## src/rtl/ledseq_ctrl.sv

```systemverilog
// rtl/ledseq_ctrl.sv - 4-entry LED playlist sequencer with tick divider and run/pause/skip control
// Optional LEDSEQ_PROG_EN makes the playlist writable; otherwise it is a constant table.
module ledseq_ctrl #(
    parameter int BASE_DIV = 1250000
) (
    input  logic       clk,
    input  logic       rst,
    input  logic       btn_next,
    input  logic       btn_pause,
    input  logic       prog_we,
    input  logic [1:0] prog_addr,
    input  logic [7:0] prog_data,
    output logic [7:0] led,
    output logic [1:0] step_idx,
    output logic [1:0] cur_speed,
    output logic       cur_dir,
    output logic       paused,
    output logic       step_pulse
);

    typedef enum logic [1:0] {S_LOAD, S_RUN, S_PAUSE} state_t;

    localparam logic [25:0] BASE = 26'(BASE_DIV);

    state_t      state, state_n;
    logic [7:0]  entry;
    logic [1:0]  cur_pat, cur_pat_n;
    logic [2:0]  rep_cnt, rep_cnt_n;
    logic [25:0] tick_cnt, tick_cnt_n;
    logic        bounce_up, bounce_up_n;
    logic [7:0]  led_n;
    logic [1:0]  step_idx_n, cur_speed_n;
    logic        cur_dir_n;
    logic [25:0] period;
    logic        wrap;
    logic [7:0]  adv_led;
    logic        adv_up;
    logic        cycle_done;

    function automatic logic [7:0] default_entry(input logic [1:0] idx);
        case (idx)
            2'd0:    return 8'h24;
            2'd1:    return 8'h01;
            2'd2:    return 8'h1A;
            default: return 8'h63;
        endcase
    endfunction

    function automatic logic [7:0] init_led(input logic [1:0] pat, input logic dir);
        if (pat == 2'd3)
            return dir ? 8'hAA : 8'h55;
        return dir ? 8'h80 : 8'h01;
    endfunction

`ifdef LEDSEQ_PROG_EN
    logic [7:0] playlist [4];

    always_ff @(posedge clk) begin
        if (rst) begin
            for (int i = 0; i < 4; i++)
                playlist[i] <= default_entry(2'(i));
        end else if (prog_we) begin
            playlist[prog_addr] <= prog_data;
        end
    end

    assign entry = playlist[step_idx];
`else
    logic prog_unused;
    assign prog_unused = ^{prog_we, prog_addr, prog_data};
    assign entry = default_entry(step_idx);
`endif

    assign period     = BASE << cur_speed;
    assign wrap       = (tick_cnt == period - 26'd1);
    assign paused     = (state == S_PAUSE);
    assign step_pulse = (state == S_LOAD) && !rst;

    // Next LED value on a tick; bounce_up tracks the travel direction of BOUNCE.
    always_comb begin
        adv_led = led;
        adv_up  = bounce_up;
        case (cur_pat)
            2'd0: adv_led = cur_dir ? {led[0], led[7:1]} : {led[6:0], led[7]};
            2'd1: begin
                adv_led = bounce_up ? (led << 1) : (led >> 1);
                adv_up  = bounce_up ? !adv_led[7] : adv_led[0];
            end
            2'd2: begin
                if (led == 8'hFF)
                    adv_led = 8'h00;
                else
                    adv_led = cur_dir ? {1'b1, led[7:1]} : {led[6:0], 1'b1};
            end
            default: adv_led = ~led;
        endcase
    end

    assign cycle_done = (adv_led == init_led(cur_pat, cur_dir));

    always_comb begin
        state_n     = state;
        led_n       = led;
        step_idx_n  = step_idx;
        cur_pat_n   = cur_pat;
        cur_speed_n = cur_speed;
        cur_dir_n   = cur_dir;
        rep_cnt_n   = rep_cnt;
        tick_cnt_n  = tick_cnt;
        bounce_up_n = bounce_up;
        case (state)
            S_LOAD: begin
                cur_pat_n   = entry[1:0];
                cur_speed_n = entry[3:2];
                cur_dir_n   = entry[4];
                rep_cnt_n   = entry[7:5];
                tick_cnt_n  = 26'd0;
                led_n       = init_led(entry[1:0], entry[4]);
                bounce_up_n = !entry[4];
                state_n     = S_RUN;
            end
            S_RUN: begin
                if (btn_next) begin
                    step_idx_n = step_idx + 2'd1;
                    state_n    = S_LOAD;
                end else if (btn_pause) begin
                    state_n = S_PAUSE;
                end else if (wrap) begin
                    tick_cnt_n  = 26'd0;
                    led_n       = adv_led;
                    bounce_up_n = adv_up;
                    if (cycle_done) begin
                        if (rep_cnt == 3'd0) begin
                            step_idx_n = step_idx + 2'd1;
                            state_n    = S_LOAD;
                        end else begin
                            rep_cnt_n = rep_cnt - 3'd1;
                        end
                    end
                end else begin
                    tick_cnt_n = tick_cnt + 26'd1;
                end
            end
            S_PAUSE: begin
                if (btn_next) begin
                    step_idx_n = step_idx + 2'd1;
                    state_n    = S_LOAD;
                end else if (btn_pause) begin
                    state_n = S_RUN;
                end
            end
            default: state_n = S_LOAD;
        endcase
    end

    always_ff @(posedge clk) begin
        if (rst)
            state <= S_LOAD;
        else
            state <= state_n;
    end

    always_ff @(posedge clk) begin
        if (rst) begin
            led       <= 8'h00;
            step_idx  <= 2'd0;
            cur_pat   <= 2'd0;
            cur_speed <= 2'd0;
            cur_dir   <= 1'b0;
            rep_cnt   <= 3'd0;
            tick_cnt  <= 26'd0;
            bounce_up <= 1'b1;
        end else begin
            led       <= led_n;
            step_idx  <= step_idx_n;
            cur_pat   <= cur_pat_n;
            cur_speed <= cur_speed_n;
            cur_dir   <= cur_dir_n;
            rep_cnt   <= rep_cnt_n;
            tick_cnt  <= tick_cnt_n;
            bounce_up <= bounce_up_n;
        end
    end

endmodule

```

## config.mk

```make
export PLATFORM = sky130hd
export DESIGN_NAME = ledseq_ctrl
export DESIGN_NICKNAME = d
export VERILOG_FILES = /design/src/rtl/ledseq_ctrl.sv
export SDC_FILE = /design/constraint.sdc
export NUM_CORES = 1
export LEC_CHECK = 0
export BUFFER_PORTS_ARGS = -buffer_cell sky130_fd_sc_hd__buf_4
export CORE_MARGIN = 3
export CORE_UTILIZATION = 50
export CTS_CLUSTER_SIZE = 40
export DETAILED_ROUTE_END_ITERATION = 6
export GPL_TIMING_DRIVEN = 1
export PLACE_DENSITY_LB_ADDON = 0.12
export SLEW_MARGIN = 25
export SYNTH_ARGS = -nofsm -noshare
export SYNTH_HDL_FRONTEND = slang
export SYNTH_SLANG_ARGS = --single-unit
```

## constraint.sdc

```tcl
create_clock -name clk -period 8.2 [get_ports clk]
set_input_delay 1.64 -clock clk [delete_from_list [all_inputs] [get_ports clk]]
set_output_delay 1.64 -clock clk [all_outputs]
set_load 0.05 [all_outputs]
```

==> results.txt <==
worst IR drop on VDD: 0.108 mV
Die Y-Extent: 84.5 µm
startpoint type of the worst setup path: input pin
total iterations of the first detailed-routing run: 5
Placement Setup Slack: 4.35 ns
Rel. slew slack: 0.404
Slew Viols, Final: 0
I/O pins: 30
Port-buffer cells: 18
pin count of the biggest net entering global routing: 28
min Tclk post-route: 3.86 ns
ys async rst share: 0
Overall Power: 0.503 mW
Worst-Margin Slew: 0.892 ns
CTS Hold Bufs: 0
sequential fraction of the synthesis area: 0.299
final instance area: 3310 µm²
Starting Density: 0.537
DRC violation count after routing: 0
Core ar.: 5740 µm²
Synth Area in Adders: 0.0650
worst skew pair latency: 0.30 ns
share of layout cells above drive strength 1: 0.0982
fraction of synthesized area in multiplexers: 0.0755
Setup Skew: 0.00536 ns
largest family of logic cells by synthesized area: simple AND/OR/NAND/NOR gates
commonest non-fill, non-tap cells in the layout: nor2_1, dfxtp_1, nand2_1
Avg Inst Size Synth: 8.09 µm²
global-route wire length before repair: 11700 µm
Simple-Gate Fraction of Synth Area: 0.255
Setup Buffers After CTS: 0
Max Clk Rate: 259 MHz
FF-to-FF setup slack: 4.82 ns
power density over the cells: 152 nW/µm²
Post-Syn Nets: 412
Hold Path Cell Cnt: 2
CTS H-tree lvls: 2
Min-Delay Path Class: reg -> reg
total die area: 7140 µm²
fin crit share: 0.471
Pleak: 1.24 nW
multi-input logic area: 2000 µm²
Yosys warning count: 0
worst endpoint required time: 6.56 ns
P&R area growth vs syn: 7.27%
final setup fails: 0
CTS sink cnt: 46
DRT iter0 DRCs: 250
post-synth cell types: 57
XOR/XNOR Fraction of Synth Area: 0.0881
Gate Count Post-Synth: 381
detailed placement HPWL: 4840 µm
vias in the first global route: 2447
Root Driver: clkbuf_8
Hold Violations, Final: 0
Synth Area in Compound Gates: 0.166
post-CTS sizing: 0
# rows: 27
critical path class: in -> out
initial antenna violation count: 0
status: finished, final reports clean
Final GP Congestion: 0.892
Setup WS post-layout: 4.34 ns
Clock transition at path regs: 0.09 ns
Overall Global Routing Usage: 0.196
Worst setup endpoint: step_pulse
dpl cell area: 3220 µm²
grt total ovfl: 0
Ant. Diodes: 0
FF-to-FF path depth: 10
vias per inst: 5.88
max-cap viol count: 0
Crit. Startpoint: rst
unrepaired setup endpoints after global routing: no
worst reg2reg path endpoint: tick_cnt[18]$_SDFFE_PP0P_
via count: 2698
CTS tree: done
Die Wd: 84.5 µm
Primary FF master, synth: dfxtp_1
WP data arrival: 2.22 ns
Post-synth EDFFs: 0
Setup TNS Final: 0 ns
Seq cells post-synth: 46
fillcell total: 560
Routed Antenna Nets: 0
Post-Syn Area: 3080 µm²
RR Startpoint: cur_speed[0]$_SDFFE_PP0N_
final wirelength: 6960 µm
most common cell after layout, fill and taps aside: nor2_1
DR WL/cell: 15.2 µm
Reg area: 921 µm²
Worst Setup End Kind: output pin
Num CTS Buffers: 5
CTS Buffer Depth: 2
nets@finish: 417
crit path max fanout: 26
state kept, by name, indices dropped and copies added (netlist names):
register	flops
led	8
tick_cnt	26
cur_pat	2
rep_cnt	3
step_idx	2
state	2
cur_speed	2
bounce_up	1
how the worst min path moves through the flow:
stage                            startpoint                      end  slack (ns)
finish              rep_cnt[1]$_SDFFE_PP0P_  rep_cnt[1]$_SDFFE_PP0P_        0.49
global route        rep_cnt[1]$_SDFFE_PP0P_  rep_cnt[1]$_SDFFE_PP0P_        0.50
CTS                 rep_cnt[1]$_SDFFE_PP0P_  rep_cnt[1]$_SDFFE_PP0P_        0.49
detailed placement  rep_cnt[1]$_SDFFE_PP0P_  rep_cnt[1]$_SDFFE_PP0P_        0.47
global placement    rep_cnt[1]$_SDFFE_PP0P_  rep_cnt[1]$_SDFFE_PP0P_        0.46
floorplan           rep_cnt[1]$_SDFFE_PP0P_  rep_cnt[1]$_SDFFE_PP0P_        0.45
power breakdown:
| part | total [mW] | leakage (nW) | switching, mW | internal [mW] |
|---|---|---|---|---|
| clock | 0.142 | 0.0483 | 0.0823 | 0.0602 |
| sequential | 0.251 | 0.373 | 0.0193 | 0.232 |
| combinational | 0.109 | 0.821 | 0.0678 | 0.0415 |
logic make-up (layout without fill, tap and decap cells):
| group | count (synthesis) | count (layout) |
|---|---|---|
| flip-flops | 46 | 46 |
| AND/OR/NAND/NOR | 153 | 153 |
| buffers and inverters | 36 | 42 |
| multiplexers | 22 | 22 |
| XOR/XNOR | 31 | 31 |
| AO/OA/AOI/OAI | 77 | 77 |
| adder cells (fa/ha/maj) | 16 | 16 |
metrics by stage:
step | std cells | util | hold WS, ns
floorplan | 381 | - | 0.451
global placement | 451 | 0.560 | 0.463
detailed placement | 451 | 0.560 | 0.472
CTS | 459 | 0.576 | 0.488
global route | 459 | 0.576 | 0.501
finish | 459 | 0.576 | 0.488
critical path, cell delays in order:
cell and delay (ns):
buf_4 0.20, nor3_1 0.16, buf_4 0.23
layer usage:
| metal | GRT usage | part of all wire | vias to the layer above | wire, µm |
|---|---|---|---|---|
| li1 | - | - | 1362 | - |
| met1 | 0.296 | 0.51 | 1261 | 3560 |
| met2 | 0.292 | 0.44 | 69 | 3040 |
| met3 | 0.0314 | 0.043 | 6 | 296 |
| met4 | 0.0460 | 0.0095 | 0 | 66 |
| met5 | 0 | 0 | - | 0 |
cell usage after synthesis, types with 4 or more instances:
master | number | area [µm²]
and3_1 | 6 | 37.5
nor3b_1 | 4 | 30.0
nor2b_1 | 6 | 37.5
clkbuf_1 | 8 | 30.0
nand4_1 | 7 | 43.8
mux2i_1 | 15 | 150
o21ai_0 | 16 | 80.1
xnor2_1 | 11 | 96.3
nand3_1 | 12 | 60.1
inv_1 | 14 | 52.6
ha_1 | 16 | 200
buf_2 | 11 | 55.1
dfxtp_1 | 46 | 921
nand2b_1 | 8 | 50.1
a211oi_1 | 6 | 45.0
o211ai_1 | 9 | 67.6
a21oi_1 | 17 | 85.1
nor3_1 | 10 | 50.1
nand2_1 | 22 | 82.6
a31oi_1 | 4 | 25.0
xor2_1 | 20 | 175
o22ai_1 | 4 | 25.0
nor2_1 | 56 | 210
cell type report:
cell class,instances,share of cell area
clock buffer,5,0.0208
clock inverter,3,0.00568
inverter,14,0.0159
multi-input combinational,299,0.606
sequential,46,0.279
tap,72,0.0273
timing repair buffer,20,0.0454
(Power assumes the default switching activity.)
